### config.mk
export PLATFORM = sky130hd
export DESIGN_NAME = sdspi_host_arbiter
export DESIGN_NICKNAME = d
export VERILOG_FILES = /design/src/rtl/sdspi_host_arbiter.sv
export SDC_FILE = /design/constraint.sdc
export NUM_CORES = 1
export LEC_CHECK = 0
export CORE_MARGIN = 1
export CORE_UTILIZATION = 37
export DETAILED_ROUTE_END_ITERATION = 8
export GPL_TIMING_DRIVEN = 0
export PLACE_DENSITY_LB_ADDON = 0.12
export REMOVE_ABC_BUFFERS = 1
export SYNTH_ARGS = -nofsm -noshare
export SYNTH_HDL_FRONTEND = slang
export SYNTH_SLANG_ARGS = --single-unit
### constraint.sdc
create_clock -name clk -period 2.7 [get_ports clk]
set_input_delay 0.27 -clock clk [delete_from_list [all_inputs] [get_ports clk]]
set_output_delay 0.27 -clock clk [all_outputs]
set_load 0.005 [all_outputs]
### src/rtl/sdspi_host_arbiter.sv
// Arbiter that shares one SD-SPI host between the autotest sequencer (requester 0)
// and the SD-SPI unit under test (requester 1), with guarded hand-over and a busy watchdog.
module sdspi_host_arbiter #(
  parameter logic [31:0] TIMEOUT_CYCLES = 32'h00FFFFFF,
  parameter logic        RR_EN          = 1'b1
) (
  input  logic        clk,
  input  logic        rst,
  input  logic [1:0]  req,
  output logic [1:0]  gnt,
  input  logic [1:0]  r_block,
  input  logic [1:0]  r_byte,
  input  logic [1:0]  r_multi_block,
  input  logic [1:0]  w_block,
  input  logic [1:0]  w_byte,
  input  logic [1:0]  host_rst_req,
  input  logic [31:0] block_addr_0,
  input  logic [31:0] block_addr_1,
  input  logic [7:0]  data_in_0,
  input  logic [7:0]  data_in_1,
  output logic [1:0]  busy,
  output logic [7:0]  data_out,
  output logic [1:0]  err,
  output logic [1:0]  crc_err,
  output logic        spi_r_block,
  output logic        spi_r_byte,
  output logic        spi_r_multi_block,
  output logic        spi_w_block,
  output logic        spi_w_byte,
  output logic        spi_rst,
  output logic [31:0] spi_block_addr,
  output logic [7:0]  spi_data_in,
  input  logic        spi_busy,
  input  logic        spi_err,
  input  logic        spi_crc_err,
  input  logic [7:0]  spi_data_out,
  output logic [1:0]  owner,
  output logic        timeout
);

  localparam logic [1:0] IDLE    = 2'd0;
  localparam logic [1:0] GRANT0  = 2'd1;
  localparam logic [1:0] GRANT1  = 2'd2;
  localparam logic [1:0] RELEASE = 2'd3;

  logic [1:0]  state;
  logic [1:0]  next_state;
  logic        last_owner;
  logic [31:0] wd_cnt;
  logic        in_grant;
  logic        sel;
  logic        sel_req;
  logic        drive;
  logic        wd_fire;

  assign in_grant = (state == GRANT0) || (state == GRANT1);
  assign sel      = (state == GRANT1);
  assign sel_req  = req[sel];
  // Strobes are only passed while the owner still holds its request.
  assign drive    = in_grant && sel_req;
  assign wd_fire  = in_grant && spi_busy && (wd_cnt == TIMEOUT_CYCLES - 32'd1);

  assign spi_r_block       = drive && r_block[sel];
  assign spi_r_byte        = drive && r_byte[sel];
  assign spi_r_multi_block = drive && r_multi_block[sel];
  assign spi_w_block       = drive && w_block[sel];
  assign spi_w_byte        = drive && w_byte[sel];
  assign spi_rst           = wd_fire || (drive && host_rst_req[sel]);
  assign spi_block_addr    = in_grant ? (sel ? block_addr_1 : block_addr_0) : 32'd0;
  assign spi_data_in       = in_grant ? (sel ? data_in_1 : data_in_0) : 8'hFF;

  assign err      = gnt & {2{spi_err}};
  assign crc_err  = gnt & {2{spi_crc_err}};
  assign data_out = spi_data_out;
  assign owner    = state;
  assign timeout  = wd_fire;

  // NOTE: every always_comb output gets a default first, so no path can infer a latch.
  always_comb begin
    busy = 2'b11;
    if (in_grant) busy[sel] = spi_busy;
  end

  always_comb begin
    next_state = state;
    case (state)
      IDLE: begin
        case (req)
          2'b01:   next_state = GRANT0;
          2'b10:   next_state = GRANT1;
          2'b11:   next_state = (RR_EN && !last_owner) ? GRANT1 : GRANT0;
          default: next_state = IDLE;
        endcase
      end
      GRANT0, GRANT1: begin
        if (wd_fire || (!sel_req && !spi_busy)) next_state = RELEASE;
      end
      default: next_state = IDLE;
    endcase
  end

  // NOTE: sequential state uses non-blocking assignments so every register samples pre-edge values.
  always_ff @(posedge clk) begin
    if (rst) begin
      state      <= IDLE;
      gnt        <= 2'b00;
      last_owner <= 1'b1;
      wd_cnt     <= 32'd0;
    end else begin
      state <= next_state;
      gnt   <= {next_state == GRANT1, next_state == GRANT0};
      if (state == IDLE && next_state != IDLE) last_owner <= (next_state == GRANT1);
      wd_cnt <= (in_grant && spi_busy && !wd_fire) ? wd_cnt + 32'd1 : 32'd0;
    end
  end

endmodule

* Word level (Yosys, flattened, before mapping)
Index checks and enable logic that the tools add are counted.
Cells by class: order comparisons 2, mux-type cells 25, add/sub/neg operators 1, equal/unequal tests 8, reduce and logical (&&, ||, !) cells 23, bitwise logic cells 5
Operators by type and width (count):
- $mux W32 | 2
- $add A32 B1 Y32 const B | 1
- $eq A32 B24 Y1 const B | 1
- $mux W8 | 2
- $mux W1 | 15
- $logic_and A1 B1 Y1 | 13
- $eq A2 B2 Y1 const B | 4
- $eq A2 B1 Y1 const B | 3
- $mux W2 | 3
- $pmux W2 S3 | 1
- $and A2 B2 Y2 | 2
- $pmux W2 S2 | 1
- $reduce_or A2 Y1 | 2
- $logic_not A1 Y1 | 3
- $logic_or A1 B1 Y1 | 3
- $logic_not A2 Y1 | 1
- $lt A1 B2 Y1 const B | 1
- $not A2 Y2 | 1
- $or A2 B2 Y2 | 1
- $reduce_bool A2 Y1 | 1
- $demux W1 S1 | 1
- $ge A1 B1 Y1 const B | 1
- $not A1 Y1 | 1
Word-level totals: output and inout bits 65, bits of input ports 107, logic and storage cells 68, flip-flop bits (word level) 37

* Logic depth before layout (Yosys ltp)
depth after elaboration 10, depth in mapped cells 8, gate-level depth less buffers 8

* Worst setup path before layout
Ideal clock, no wire load.
kind register to output, start point register state[0], in the netlist owner[0], end point output port busy[0], required time 2.430 ns, data arrival time 1.708 ns, buffers on the path 3, stages on the path, launching flop included 7, path slack 0.722 ns, path through dfxtp_1 > inv_1 > ha_1 > clkbuf_1 > buf_2 > buf_1 > or3b_2
On the way: word-level cells in the longest chain between the ends 8, elaborated cells between the ends (all ways) 11, those cells by class 2 x order compare; 2 x eq/ne; 3 x mux; 2 x bitwise; 2 x reduce/logical
RTL lines:
- start, declared | RTL line 46 | logic [1:0] state;
- start signal, assigned | RTL line 110 | state <= next_state;
- $eq A2 B2 Y1 | RTL line 56, 57
- $lt A1 B2 Y1 (implied by the code) or $ge A1 B1 Y1 (tied branches) | RTL line 81 | if (in_grant) busy[sel] = spi_busy;
- $logic_and A1 B1 Y1 (implied by the code) | RTL line 81
- $mux W1 (implied by the code) | RTL line 81
- $demux W1 S1 | RTL line 81
- $not A2 Y2 (no source line)
- $or A2 B2 Y2 (no source line)
- $mux W2 (*) | RTL line 81
- end, declared | RTL line 21 | output logic [1:0] busy,
Every way passes the cells marked *; elsewhere a longest branch is shown, timed or not.

* Final worst setup path
start point register wd_cnt[3], end point output port spi_rst
On the way: word-level cells in the longest chain between the ends 3
RTL lines:
- start, declared | RTL line 49 | logic [31:0] wd_cnt;
- start signal, assigned | RTL line 113 | wd_cnt <= (in_grant && spi_busy && !wd_fire) ? wd_cnt + 32'd1 : 32'd0;
- $eq A32 B24 Y1 | RTL line 61 | assign wd_fire = in_grant && spi_busy && (wd_cnt == TIMEOUT_CYCLES - 32'd1);
- $logic_and A1 B1 Y1 | RTL line 61
- $logic_or A1 B1 Y1 | RTL line 68 | assign spi_rst = wd_fire || (drive && host_rst_req[sel]);
- end, declared | RTL line 30 | output logic spi_rst,
Every way passes these cells.

==> results.sh <==
export IMPL_status="finished clean"
export IMPL_synth_edf_count=0
export IMPL_swShare_pct=31.0
export IMPL_leakage_nw=1.46
export IMPL_netlist_instances=322
export IMPL_ir_drop_mv=0.217
export IMPL_timing_final_crit_share_pct=94.7
export IMPL_synth_xor_area_share_pct=9.62
export IMPL_worstPathMaxFanout=6
export IMPL_wl_per_cell_um=15.3
export IMPL_drv_slew=0
export IMPL_layout_drive_gt1_share_pct=8.57
export IMPL_crit_required_ps=2430
export IMPL_pwr_share_comb_pct=56.3
export IMPL_synth_compound_area_share_pct=2.94
export IMPL_fin_hold_ws_ps=460
export IMPL_die_area_um2=7480
export IMPL_fin_ws_ps=144
export IMPL_hold_path_class="flip-flop to flip-flop"
export IMPL_synth_top_family_by_area="simple AND/OR/NAND/NOR gates"
export IMPL_row_count=30
export IMPL_crit_chain="nand4_1, or4_4, or4_4, o21ai_0, dlygate4sd2_1"
export IMPL_drt_vias_per_instance=4.85
export IMPL_rsz0062_at_grt="no"
export IMPL_final_cell_mix="clkdlybuf4s50_1 (153), nor2_1 (47), mux2i_1 (47), nor2b_1 (32), nand2_1 (25)"
export IMPL_crit_slowest_cell="or4_4"
export IMPL_boundaryPins=172
export IMPL_clockBufferDepth=2
export IMPL_crit_type="flip-flop to primary output"
export IMPL_final_common_cell="clkdlybuf4s50_1"
export IMPL_p_switching_mw=0.694
export IMPL_syn_to_final_growth_pct=67.3
export IMPL_start_util_pct=38.6
export IMPL_skew_ps=3.74
export IMPL_async_flop_share_pct=0
export IMPL_path_delay_family="simple AND/OR/NAND/NOR gates"
export IMPL_diodes=0
export IMPL_power_density_nw_per_um2=507
export IMPL_htreeDepth=2
export IMPL_setup_viol=0
export IMPL_place_ws_ps=-595
export IMPL_max_freq_ghz=0.391
export IMPL_dp_hpwl_mm=6.54
export IMPL_core_area_um2=6830
export IMPL_io_buffer_count=155
export IMPL_synthAdderAreaFrac_pct=2.37
export IMPL_overflow=0
export IMPL_crit_top_cell="or4_4"
export IMPL_cts_hold_buffers_added=0
export IMPL_cts_tree="built"
export IMPL_die_y_um=86.5
export IMPL_clkLatencyLatePin_ps=290
export IMPL_synth_cell_types=42
export IMPL_first_pass_iters=4
export IMPL_antenna_found_initial=0
export IMPL_max_cap_violations=0
export IMPL_hold_violations=0
export IMPL_slowest_delay_ps=580
export IMPL_max_slew_margin_rel_pct=30.0
export IMPL_grt_pass1_vias=2618
export IMPL_grt_max_degree=32
export IMPL_vias=2730
export IMPL_p_int_mw=1.54
export IMPL_layout_nets=579
export IMPL_clk_pin_slew_ps=70
export IMPL_p_clk_share_pct=17.2
export IMPL_tightest_slew_ps=1050
export IMPL_root_buffer="clkbuf_8"
export IMPL_grt_util_all_layers_pct=22.4
export IMPL_synth_seq_cells=37
export IMPL_path_buf_inv=1
export IMPL_clock_sinks=37
export IMPL_power_frac_seq_pct=26.4
export IMPL_startpoint_type="flip-flop"
export IMPL_synth_simple_gate_area_share_pct=33.4
export IMPL_wirelength_mm=8.60
export IMPL_gp_congestion=0.814
export IMPL_syn_area_per_cell_um2=8.20
export IMPL_synth_flop_cell="dfxtp_1"
export IMPL_fin_crit_ps=2560
export IMPL_synth_mux_area_share_pct=18.2
export IMPL_netlist_area_um2=2640
export IMPL_cts_buffers=5
export IMPL_ant_nets=0
export IMPL_ys_warn_count=0
export IMPL_grt_pass1_wl_mm=13.1
export IMPL_post_route_drc_count=0
export IMPL_arrival_ps=2290
export IMPL_ys_seq_area_share_pct=28.1
export IMPL_die_w_um=86.5
export IMPL_drt_iter0_markers=86
export IMPL_critPathCaptureType="primary output"
## cells by family (layout without fill, tap and decap cells)
kind of cell,after synthesis,count (layout)
xor+xnor,29,29
mux,48,48
buf+inv,28,173
fa+ha+maj,5,5
simple gates,165,165
flops,37,37
compound gates,10,10
## registers in the layout (all words and copies together), names as in the netlist
| register | cells |
|---|---|
| gnt | 2 |
| last_owner | 1 |
| owner | 2 |
| wd_cnt | 32 |
## area by class of cell
cell class                 instances  area, um^2
tap                               96         120
sequential                        37         763
multi-input combinational        257        1800
inverter                           5        20.0
clock buffer                       7        86.3
timing repair buffer             161        1630
fill                             610        2420
## through the flow
stage	total power [mW]	std cells	utilization [%]	TNS, ps	instance area (um^2)
after floorplan	1.13	299	-	-4520	2520
after detailed placement	1.79	551	61.6	-11180	4210
after global routing	2.39	563	64.6	0	4420
final	2.24	563	64.6	0	4420
after CTS	2.25	562	64.2	0	4390
after global placement	1.79	550	61.3	-62820	4190
## power groups by stage
stage | Combinational [mW] | Clock (mW) | Sequential, mW
after floorplan | 0.528 | 0 | 0.600
after global placement | 1.19 | 0 | 0.602
after detailed placement | 1.18 | 0 | 0.604
after CTS | 1.26 | 0.398 | 0.591
after global routing | 1.37 | 0.422 | 0.595
final | 1.26 | 0.386 | 0.592
## cell usage after synthesis, types with 4 or more instances
cell type / number / share of area [%]
buf_4: 8 / 2.3
nand2_1: 25 / 3.6
ha_1: 5 / 2.4
and4_1: 6 / 2.0
dfxtp_1: 37 / 28
nand4_1: 13 / 3.1
xnor2_1: 18 / 6.0
and2_1: 5 / 1.2
clkbuf_1: 7 / 1.0
nand3_1: 7 / 1.3
inv_1: 4 / 0.57
nor3_1: 8 / 1.5
buf_2: 5 / 0.95
nor2b_1: 32 / 7.6
nor2_1: 47 / 6.7
mux2i_1: 47 / 18
xor2_1: 11 / 3.6
## what timing repair did
| item | 4_1_cts | 5_1_grt |
|---|---|---|
| pin swaps | 2 | 3 |
| endpoints found under the setup margin | 83 | 23 |
| resized for setup | 19 | 5 |
| buffers inserted | 4 | 1 |
| cloned | 0 | 0 |
## layer usage
| layer | vias to the layer above | GRT usage (%) | share of wire (%) |
|---|---|---|---|
| met2 | 101 | 37.5 | 49 |
| met4 | 0 | 5.45 | 1.5 |
| met5 | - | 0 | 0 |
| met3 | 11 | 9.24 | 8.3 |
| li1 | 1385 | - | - |
| met1 | 1233 | 26.7 | 41 |
## worst paths after layout
check                         from                    end  slack, ps  cells after the start
max           wd_cnt[3]$_SDFF_PP0_                spi_rst        140                      5
min           wd_cnt[0]$_SDFF_PP0_   wd_cnt[0]$_SDFF_PP0_        460                      1
max reg2reg  wd_cnt[12]$_SDFF_PP0_  wd_cnt[26]$_SDFF_PP0_        230                      5
min reg2reg   wd_cnt[0]$_SDFF_PP0_   wd_cnt[0]$_SDFF_PP0_        460                      1
Power figures use the tool's default switching activity.
